`src/rtl/opload_pkg.sv`:
```
// Shared constants and state encoding for the operand nibble loader.
// Nibble indices follow the pushbutton bit order.
package opload_pkg;

    localparam int NIB_A_LO = 0;
    localparam int NIB_A_HI = 1;
    localparam int NIB_B_LO = 2;
    localparam int NIB_B_HI = 3;

    localparam logic [3:0] ALL_LOADED = 4'hF;

    typedef enum logic {
        COLLECT = 1'b0,
        VALID   = 1'b1
    } state_t;

endpackage

```
`src/rtl/pb_debounce.sv`:
```
// One pushbutton: 2-flop sync, stable-level debounce counter, registered press pulse.
// Press pulse appears 2 + DEBOUNCE_CYCLES cycles after a clean raw rising edge.
module pb_debounce #(
    parameter  int DEBOUNCE_CYCLES = 16,
    localparam int CNT_W           = $clog2(DEBOUNCE_CYCLES + 1)
) (
    input  logic clk,
    input  logic rst_n,
    input  logic raw,
    output logic rise
);

    localparam logic [CNT_W-1:0] CNT_LAST = CNT_W'(DEBOUNCE_CYCLES - 1);

    logic             sync1;
    logic             sync2;
    logic             level;
    logic [CNT_W-1:0] cnt;

    always_ff @(posedge clk) begin
        if (!rst_n) begin
            sync1 <= 1'b0;
            sync2 <= 1'b0;
            level <= 1'b0;
            cnt   <= '0;
            rise  <= 1'b0;
        end else begin
            sync1 <= raw;
            sync2 <= sync1;
            rise  <= 1'b0;
            if (sync2 != level) begin
                // Accept the new level only after it has held for the full window.
                if (cnt == CNT_LAST) begin
                    level <= sync2;
                    cnt   <= '0;
                    rise  <= sync2;
                end else begin
                    cnt <= cnt + CNT_W'(1);
                end
            end else begin
                cnt <= '0;
            end
        end
    end

endmodule

```
`src/rtl/operand_nibble_loader.sv`:
```
// Builds operands a/b one nibble per debounced press; op_valid/op_ready handshake when full.
// Optional OPLOAD_REPRESS_ERR_EN: re-press of a loaded nibble is ignored and raises sticky err.
module operand_nibble_loader
    import opload_pkg::*;
#(
    parameter int DEBOUNCE_CYCLES = 16
) (
    input  logic       clk,
    input  logic       rst_n,
    input  logic [3:0] pb,
    input  logic [3:0] y,
    output logic [7:0] a,
    output logic [7:0] b,
    output logic [3:0] loaded,
    output logic       op_valid,
    input  logic       op_ready,
    output logic       err
);

    logic [3:0] y_s1;
    logic [3:0] y_s2;
    logic [3:0] press;
    logic [3:0] load_mask;
    logic       clr_loaded;
    state_t     state;
    state_t     state_nxt;

    for (genvar i = 0; i < 4; i++) begin : g_pb
        pb_debounce #(
            .DEBOUNCE_CYCLES(DEBOUNCE_CYCLES)
        ) u_pb_debounce (
            .clk  (clk),
            .rst_n(rst_n),
            .raw  (pb[i]),
            .rise (press[i])
        );
    end

`ifdef OPLOAD_REPRESS_ERR_EN
    logic err_set;
`endif

    always_comb begin
        state_nxt  = state;
        load_mask  = '0;
        clr_loaded = 1'b0;
`ifdef OPLOAD_REPRESS_ERR_EN
        err_set    = 1'b0;
`endif
        case (state)
            COLLECT: begin
`ifdef OPLOAD_REPRESS_ERR_EN
                load_mask = press & ~loaded;
                err_set   = |(press & loaded);
`else
                load_mask = press;
`endif
                if (loaded == ALL_LOADED) begin
                    state_nxt = VALID;
                end
            end
            VALID: begin
                // Presses here are dropped, including one coinciding with the handshake.
                if (op_ready) begin
                    state_nxt  = COLLECT;
                    clr_loaded = 1'b1;
                end
            end
            default: state_nxt = COLLECT;
        endcase
    end

    always_ff @(posedge clk) begin
        if (!rst_n) begin
            state <= COLLECT;
        end else begin
            state <= state_nxt;
        end
    end

    always_ff @(posedge clk) begin
        if (!rst_n) begin
            y_s1     <= '0;
            y_s2     <= '0;
            a        <= '0;
            b        <= '0;
            loaded   <= '0;
            op_valid <= 1'b0;
        end else begin
            y_s1     <= y;
            y_s2     <= y_s1;
            op_valid <= (state_nxt == VALID);
            if (clr_loaded) begin
                loaded <= '0;
            end else begin
                loaded <= loaded | load_mask;
            end
            if (load_mask[NIB_A_LO]) a[3:0] <= y_s2;
            if (load_mask[NIB_A_HI]) a[7:4] <= y_s2;
            if (load_mask[NIB_B_LO]) b[3:0] <= y_s2;
            if (load_mask[NIB_B_HI]) b[7:4] <= y_s2;
        end
    end

`ifdef OPLOAD_REPRESS_ERR_EN
    always_ff @(posedge clk) begin
        if (!rst_n) begin
            err <= 1'b0;
        end else if (clr_loaded) begin
            err <= 1'b0;
        end else if (err_set) begin
            err <= 1'b1;
        end
    end
`else
    assign err = 1'b0;
`endif

endmodule
```
`config.mk`:
```
export PLATFORM = sky130hd
export DESIGN_NAME = operand_nibble_loader
export DESIGN_NICKNAME = d
export VERILOG_FILES = /design/src/rtl/opload_pkg.sv /design/src/rtl/pb_debounce.sv /design/src/rtl/operand_nibble_loader.sv
export SDC_FILE = /design/constraint.sdc
export NUM_CORES = 1
export LEC_CHECK = 0
export CAP_MARGIN = 20
export CORE_MARGIN = 2
export CORE_UTILIZATION = 40
export DETAILED_ROUTE_END_ITERATION = 6
export GPL_ROUTABILITY_DRIVEN = 1
export SYNTH_ARGS = -nofsm -noshare
export SYNTH_HDL_FRONTEND = slang
export SYNTH_SLANG_ARGS = --single-unit
```
`constraint.sdc`:
```
create_clock -name clk -period 1.8 [get_ports clk]
set_input_delay 0.36 -clock clk [delete_from_list [all_inputs] [get_ports clk]]
set_output_delay 0.36 -clock clk [all_outputs]
set_load 0.05 [all_outputs]
```
==> results of run 1 <==
## registers in the layout, summed over array words and instances, names as in the netlist
register and flops:
a 8, b 8, g_pb.u_pb_debounce.cnt 20, g_pb.u_pb_debounce.level 4, g_pb.u_pb_debounce.rise 4, g_pb.u_pb_debounce.sync1 4, g_pb.u_pb_debounce.sync2 4, loaded 4
op_valid 1, y_s1 4, y_s2 4
## worst max-delay path by stage
stage                                         endpoint  slack [ns]
after floorplan            g_pb[0].u_pb_debounce.level        0.49
after global placement                        op_valid        0.25
after detailed placement  g_pb[3].u_pb_debounce.cnt[0]        0.25
after CTS                 g_pb[3].u_pb_debounce.cnt[0]        0.35
after global routing      g_pb[3].u_pb_debounce.cnt[0]        0.25
final                     g_pb[0].u_pb_debounce.cnt[3]        0.38
## through the flow
step / instances / power [mW] / setup WS (ns) / hold slack [ns]
global placement: 329 / 1.58 / 0.250 / 0.414
floorplan: 229 / 1.54 / 0.491 / 0.412
finish: 345 / 2.79 / 0.382 / 0.430
detailed placement: 329 / 1.58 / 0.246 / 0.417
CTS: 345 / 2.84 / 0.347 / 0.436
global route: 345 / 2.90 / 0.252 / 0.443
## power breakdown
group	internal, mW	switching [mW]	total (mW)
Sequential	1.46	0.0110	1.47
Clock	0.716	0.528	1.24
Combinational	0.0458	0.0325	0.0783
## Yosys cell counts (all sizes together)
cell     n  area share [%]
and3     4             1.0
conb     1            0.16
nand3b   4             1.2
and2    20             5.2
or2b     1            0.31
nand3    4            0.83
nor2b   10             2.8
nand2b   4             1.7
clkbuf   1            0.16
xor2     8             2.9
buf      8             2.3
ha       8             4.2
a21boi   8             3.6
and4b    4             1.7
xnor2    4             1.5
inv     12             1.9
and2b    4             1.2
nor2    24             3.7
o22ai    5             1.6
mux2i   12             5.0
nand2   17             2.7
nand4    1            0.26
dfxtp   65              54
## cell families (layout without fill, tap and decap cells)
kind of cell               count (synthesis)  after routing
and+or+nand+nor                           97             97
DFF                                       65             65
buffers and inverters                     21             62
AOI/OAI and AO/OA                         13             13
xor gates and xnor gates                  12             12
muxes                                     12             12
adders and majority gates                  8              8
other                                      1              1
## final cells by class
| cell class | instances | area (sq um) |
|---|---|---|
| sequential | 65 | 1300 |
| inverter | 12 | 45.0 |
| fill | 547 | 2890 |
| clock inverter | 4 | 51.3 |
| multi-input combinational | 143 | 998 |
| clock buffer | 12 | 155 |
| tap | 75 | 93.8 |
| timing repair buffer | 34 | 318 |
## routing by layer
layer,global-route usage (%),part of all wire [%]
met5,0,0
met4,9.15,2.2
met3,3.63,5.0
met2,18.4,42
met1,16.2,51
==> impl.org, run 1 <==
** Clock network
- Buffers added to address setup during post-CTS repair amount to 0.
- Post-cts repair resize count :: 0
- Buffer type at the clock tree root :: clkbuf_8
- Buffer depth of the longest clock path :: 2
- Clock Sink Count :: 65
- Number of levels the H-tree was split into :: 3
- Clock insertion delay at the later pin of the skew report :: 0.32 ns
- Quantity of hold-fixing buffers added after cts :: 0
- Number of CTS-inserted buffers :: 9
- Clock-pin slew was measured on the worst setup and hold paths at 0.07 ns.
- Clock tree from TritonCTS :: built

** Hold path
- Cell count of the worst hold path :: 1
- The path class of the tightest hold or removal check is flip-flop to flip-flop.
- The worst hold path terminates at y_s2[0].
- The startpoint identified for the worst hold timing path is y_s1[0].

** Job
- Max-cap violations in this run came to 0.

** Critical path
- In this design, the stage delay of the slowest critical-path cell is 0.33 ns.
- CP top delay family :: simple AND/OR/NAND/NOR gates
- In this run the critical register-to-register path is launched from g_pb[0].u_pb_debounce.cnt[0].
- The critical path in this run is classified as flip-flop to flip-flop.
- Arr. time, crit path :: 1.68 ns
- Worst setup startpoint :: g_pb[0].u_pb_debounce.cnt[0]
- The number of buffers and inverters on the critical path is 0.
- Critical Path Slowest Stage Cell :: dfxtp_1
- Most numerous cell on the critical path :: ha_1
- In this run the number of cells on the critical path is 5.
- Critical register-to-register path endpoint :: g_pb[0].u_pb_debounce.cnt[3]
- At the worst endpoint, the required time is 2.06 ns.
- Of all nets on the critical path, the largest fanout is 5.
- The number of cells on the worst reg-to-reg path is 5.
- The signal on the critical path passes through ha_1 > and3_1 > ha_1 > nand3b_1 > nor2_1.
- Endpoint type of the worst setup path :: flip-flop
- Launching element type of the critical path :: flip-flop
- For flop-to-flop paths, the worst setup slack is 0.38 ns.

** GRT
- Across every metal layer, demand over resource in global routing totals 12.7%.
- Entering global routing, the biggest net connects 34 pins.
- Antenna violations before repair :: 0
- The first global-routing pass estimated 6.26 mm of wire.
- The via count of the first global-routing pass came to 1417.
- Global routing finished with a remaining overflow of 0.

** Cells and area
- Count of inserted antenna diode cells :: 0
- Post-route core utilization :: 50.6%
- Commonest non-fill, non-tap cell in the layout :: dfxtp_1
- Final standard cell area without fillers :: 2960 sq um
- Fraction of final layout cells with drive strength greater than 1 :: 18.9%
- Area growth from synthesis to layout :: 23.2%
- The final layout contains 284 nets.
- Commonest non-fill, non-tap cells in the layout :: dfxtp_1, nor2_1, buf_4, and2_1, nand2_1

** Route
- Number of nets with antenna violations after detailed routing :: 0
- After detailed routing, the average wire length per cell comes to 10.8 um.
- DRT iter0 DRCs :: 45
- DRC :: 0
- Detailed routing inserted a total of 1524 vias.
- Total length of routed wires :: 3.74 mm
- In the routed layout, each cell is associated on average with a via count of 4.42.
- For this run, the detailed router's first-pass iteration total came to 4.

** Pwr
- Total leakage power :: 1.25 nW
- Power spread over the standard cell area amounts to 942 nW/um^2.
- Across the VDD grid, the largest voltage drop is 510 uV.

** Floorplanning
- In this run the count of I/O pins placed on the die edge is 33.
- The total area inside the core boundary comes to 5850 sq um.
- The floorplan step set the die height to 81.5 um.
- The die is 81.5 um wide.
- The initialized floorplan defines 28 standard-cell rows.
- The die covers 6650 sq um.
- Starting density of the core :: 41.1%

** Placement
- The HPWL after detailed placement is 2.67 mm.
- The congestion estimate from routability-driven global placement came to 0.726.
- Buffers placed on the I/O ports in this run total 31.
- The placed instances occupy a cell area of 2760 sq um.

** Yosys
- Xor/xnor cell area share of the yosys netlist :: 4.37%
- Area share of fa/ha/maj cells after synthesis :: 4.16%
- During synthesis, Yosys emitted a total of 0 warnings.
- Area share of and/or/nand/nor cells after synthesis :: 22.7%
- The number of nets in the synthesized netlist is 248.
- Gate count after technology mapping :: 229
- Cell area after technology mapping :: 2400 sq um
- Unique masters post-synth :: 29
- The average instance in the mapped netlist occupies 10.5 sq um.
- The portion of synthesized area spent on multiplexers is 4.99%.
- Seq/Total Area, Yosys :: 54.1%
- Largest family of logic cells by synthesized area :: simple AND/OR/NAND/NOR gates
- Synth Area in Compound Gates :: 5.15%
- The synthesized design contains 65 register bits.

** Timing
- Setup-failing EPs final :: 0
- Between clock sinks in the finished design, the worst skew comes to 0.00724 ns.
- The total count of hold-check failures in the final report is 0.
- The smallest clock period supported by the final layout is computed as 1.42 ns.
- Slew Viols, Final :: 0
- Setup repair after global routing left no endpoint under its margin.
- Max Clock Freq :: 705 MHz
- Final TNS setup :: 0 ns
- Dividing the final minimum period by the clock period gives 78.8%.

** Run status
- The flow ran to the end, and the final reports show no timing, DRC or antenna violations.
No activity file was read; power rests on OpenSTA's default activity.
==> inputs of run 2 (changes only) <==
==> constraint.sdc (replaced) <==
create_clock -name clk -period 1.15 [get_ports clk]
set_input_delay 0.23 -clock clk [delete_from_list [all_inputs] [get_ports clk]]
set_output_delay 0.23 -clock clk [all_outputs]
set_load 0.05 [all_outputs]
==> impl.org, run 2 (same netlist as run 1, synthesis figures left out) <==
** Cells and area
- 0 antenna diodes ended up in the layout.
- Storage cell area :: 1320 sq um
- After filler insertion, the fill cell instance count of the layout stands at 502.
- Largest register by flop count :: g_pb.u_pb_debounce.cnt
- Max reg flops :: 20
- The finished layout holds 360 standard cells, fillers aside.
- Final net count :: 299
- The library cells used most frequently in the layout, excluding fill and tap cells, are dfxtp_1, nor2_1, buf_12, and2_1.
- Commonest non-fill, non-tap cell in the layout :: dfxtp_1
- Registers with the most flip-flops :: g_pb.u_pb_debounce.cnt (20), a (8), b (8)
- Fraction of final layout cells with drive strength greater than 1 :: 31.6%
- Total area of multi-input combinational cells :: 1120 sq um
- Compared with the post-synthesis result, the final layout area differs by 42.8%.

** Route
- The final route contains 1588 vias.
- Using the TritonRoute via totals, the vias-per-cell ratio works out to 4.41.
- After detailed routing, the average wire length per cell comes to 10.4 um.
- For this block, the routed nets add up to 3.76 mm of wire.
- The first detailed-routing pass ran for 3 iterations.
- For this run, design rule violations remaining after detail routing come to 0.
- The detailed router finished its first iteration with 51 violations.
- Number of nets with antenna violations after detailed routing :: 0

** Placement
- During placement, the flow inserted port buffers numbering 31.
- Once detailed placement completed, the half-perimeter wirelength came to 2.74 mm.
- Setup slack at placement :: -0.200 ns
- RePlAce Congestion :: 0.714
- Placed cell count :: 344

** Floorplanning
- Height of the die :: 81.5 um
- Starting density of the core :: 41.1%
- I/O pin cnt :: 33
- Core region area :: 5850 sq um
- Floorplan die area :: 6650 sq um
- Core Rows :: 28
- The die is 81.5 um wide.

** Timing
- Slew Viols, Final :: 0
- Between clock sinks in the finished design, the worst skew comes to 0.00811 ns.
- Max Clock Freq :: 797 MHz
- Post-layout minimum cycle time :: 1.25 ns
- Setup repair after global routing could not meet its margin everywhere.
- Period utilisation layout :: 109%
- Final number of hold-violating endpoints :: 0
- In the post-route analysis, the smallest setup slack over all paths is -0.104 ns.
- Setup total negative slack on the finished layout was measured at -1.94 ns.
- Setup-failing EPs final :: 24

** Critical path
- Data arrives at the worst endpoint at 1.51 ns.
- STA classifies the critical path endpoint as a flip-flop.
- The kind of cell with the highest combined delay along the critical path is simple AND/OR/NAND/NOR gates.
- FF-to-FF Start :: g_pb[3].u_pb_debounce.cnt[1]
- Most numerous cell on the critical path :: ha_4
- Critical Path Slowest Stage Cell :: dfxtp_2
- Data required time of the worst path :: 1.41 ns
- Launching element type of the critical path :: flip-flop
- In this design, the stage delay of the slowest critical-path cell is 0.34 ns.
- Critical path peak fanout :: 5
- Critical register-to-register path endpoint :: g_pb[3].u_pb_debounce.cnt[0]
- Reg2Reg Setup Slack :: -0.10 ns
- Worst reg2reg path depth :: 5
- The critical path contains buffers and inverters numbering 0 combined.
- Ordered list of cells on the worst path :: ha_4 > and3_4 > ha_4 > nand3b_1 > nor2_1
- Setup CP Type :: flip-flop to flip-flop

** Clock network
- Number of CTS-inserted buffers :: 9
- CTS saw 65 sinks.
- TritonCTS built the clock tree.
- At the later pin of the worst-skew pair, clock insertion delay measures 0.32 ns.
- After clock tree synthesis, the clock-pin slew on the worst setup and hold paths is 0.07 ns.
- In this run the number of H-tree levels came out at 3.
- Buffer type at the clock tree root :: clkbuf_8
- In this run the deepest clock path goes through 2 buffers.

** Pwr
- PD cells :: 1250 nW/um^2
- In this run the static leakage power is 1.36 nW.
- The worst-case IR drop observed on VDD is 966 uV.

** GRT
- The via count of the first global-routing pass is 1488.
- Total global routing track utilization :: 12.9%
- The initial antenna violation count came to 0.
- The total overflow left after global routing is 0.
- First-pass GRT wire length :: 6.38 mm
- Largest net degree at the start of global routing :: 24

** Hold path
- In this run the most critical hold path is launched from y_s1[2].
- Destination of the worst hold path :: y_s2[2]
- In this run the worst hold path is classified as flip-flop to flip-flop.
- Counting instances, the worst hold path has a depth of 1.

** Run status
- Failing checks :: negative setup slack
- Outcome :: finished, violations left

** Job
- MaxCap Viol Count :: 0
run 2: cell types whose count changed in the layout (fill, tap and decap cells not counted), moves of 2 or more:
cell	previous run	this run
dfxtp_2	0	13
dfxtp_1	65	52
ha_1	8	0
buf_4	21	17
and3_1	4	0
and3_4	0	4
ha_4	0	8
buf_12	3	22
clkbuf_1	1	3
run 2: layout make-up:
cell class | instances | area share, %
multi-input cells | 143 | 32.6
well taps | 75 | 2.73
repair buffers | 49 | 19.5
flip-flops and latches | 65 | 38.4
clock buffers | 13 | 4.34
inverters | 12 | 1.31
clock inverters | 3 | 1.17
run 2: worst max path at each step:
stage,startpoint,to,slack (ns),cells past startpoint
final,g_pb[3].u_pb_debounce.cnt[1],g_pb[3].u_pb_debounce.cnt[0],-0.10,5
after global routing,g_pb[3].u_pb_debounce.cnt[0],g_pb[3].u_pb_debounce.cnt[3],-0.20,5
after CTS,g_pb[2].u_pb_debounce.cnt[1],g_pb[2].u_pb_debounce.cnt[0],-0.11,5
after detailed placement,rst_n,op_valid,-0.20,4
after global placement,rst_n,op_valid,-0.18,4
after floorplan,g_pb[0].u_pb_debounce.cnt[0],g_pb[0].u_pb_debounce.level,-0.09,5
run 2: metal layers:
layer  vias up  track usage, %  share of wire (%)
li1        834               -                  -
met5         -               0                  0
met1       721            15.4                 48
met3         5            3.74                3.9
met2        28            20.0                 46
met4         0            8.64                1.6
run 2: where the power goes:
part | internal (mW) | switching [mW] | total, mW
Combinational | 0.0794 | 0.0524 | 0.132
Sequential | 2.28 | 0.0187 | 2.30
Clock | 1.06 | 0.799 | 1.86
Total | 3.42 | 0.870 | 4.29
run 2: repair_timing:
item / 4_1_cts / 5_1_grt
endpoints found under the setup margin: 29 / 26
gates resized for setup: 7 / 1
hold buffers: 0 / 0
gates cloned: 0 / 0
buffers inserted: 0 / 1
pin swaps: 7 / 3
run 2: worst reg2reg max path, cell delays in order (launching register included):
cell and delay, ns:
dfxtp_2 0.34, ha_4 0.15, and3_4 0.15, ha_4 0.16, nand3b_1 0.25, nor2_1 0.15
run 2: through the flow:
stage,area (sq um),power (mW),util (%),hold slack (ns)
after CTS,3420,4.36,58.5,0.428
final,3430,4.29,58.7,0.429
after global routing,3430,4.47,58.7,0.447
after detailed placement,3230,2.48,55.1,0.419
after floorplan,2520,2.42,-,0.311
after global placement,3230,2.48,55.1,0.415
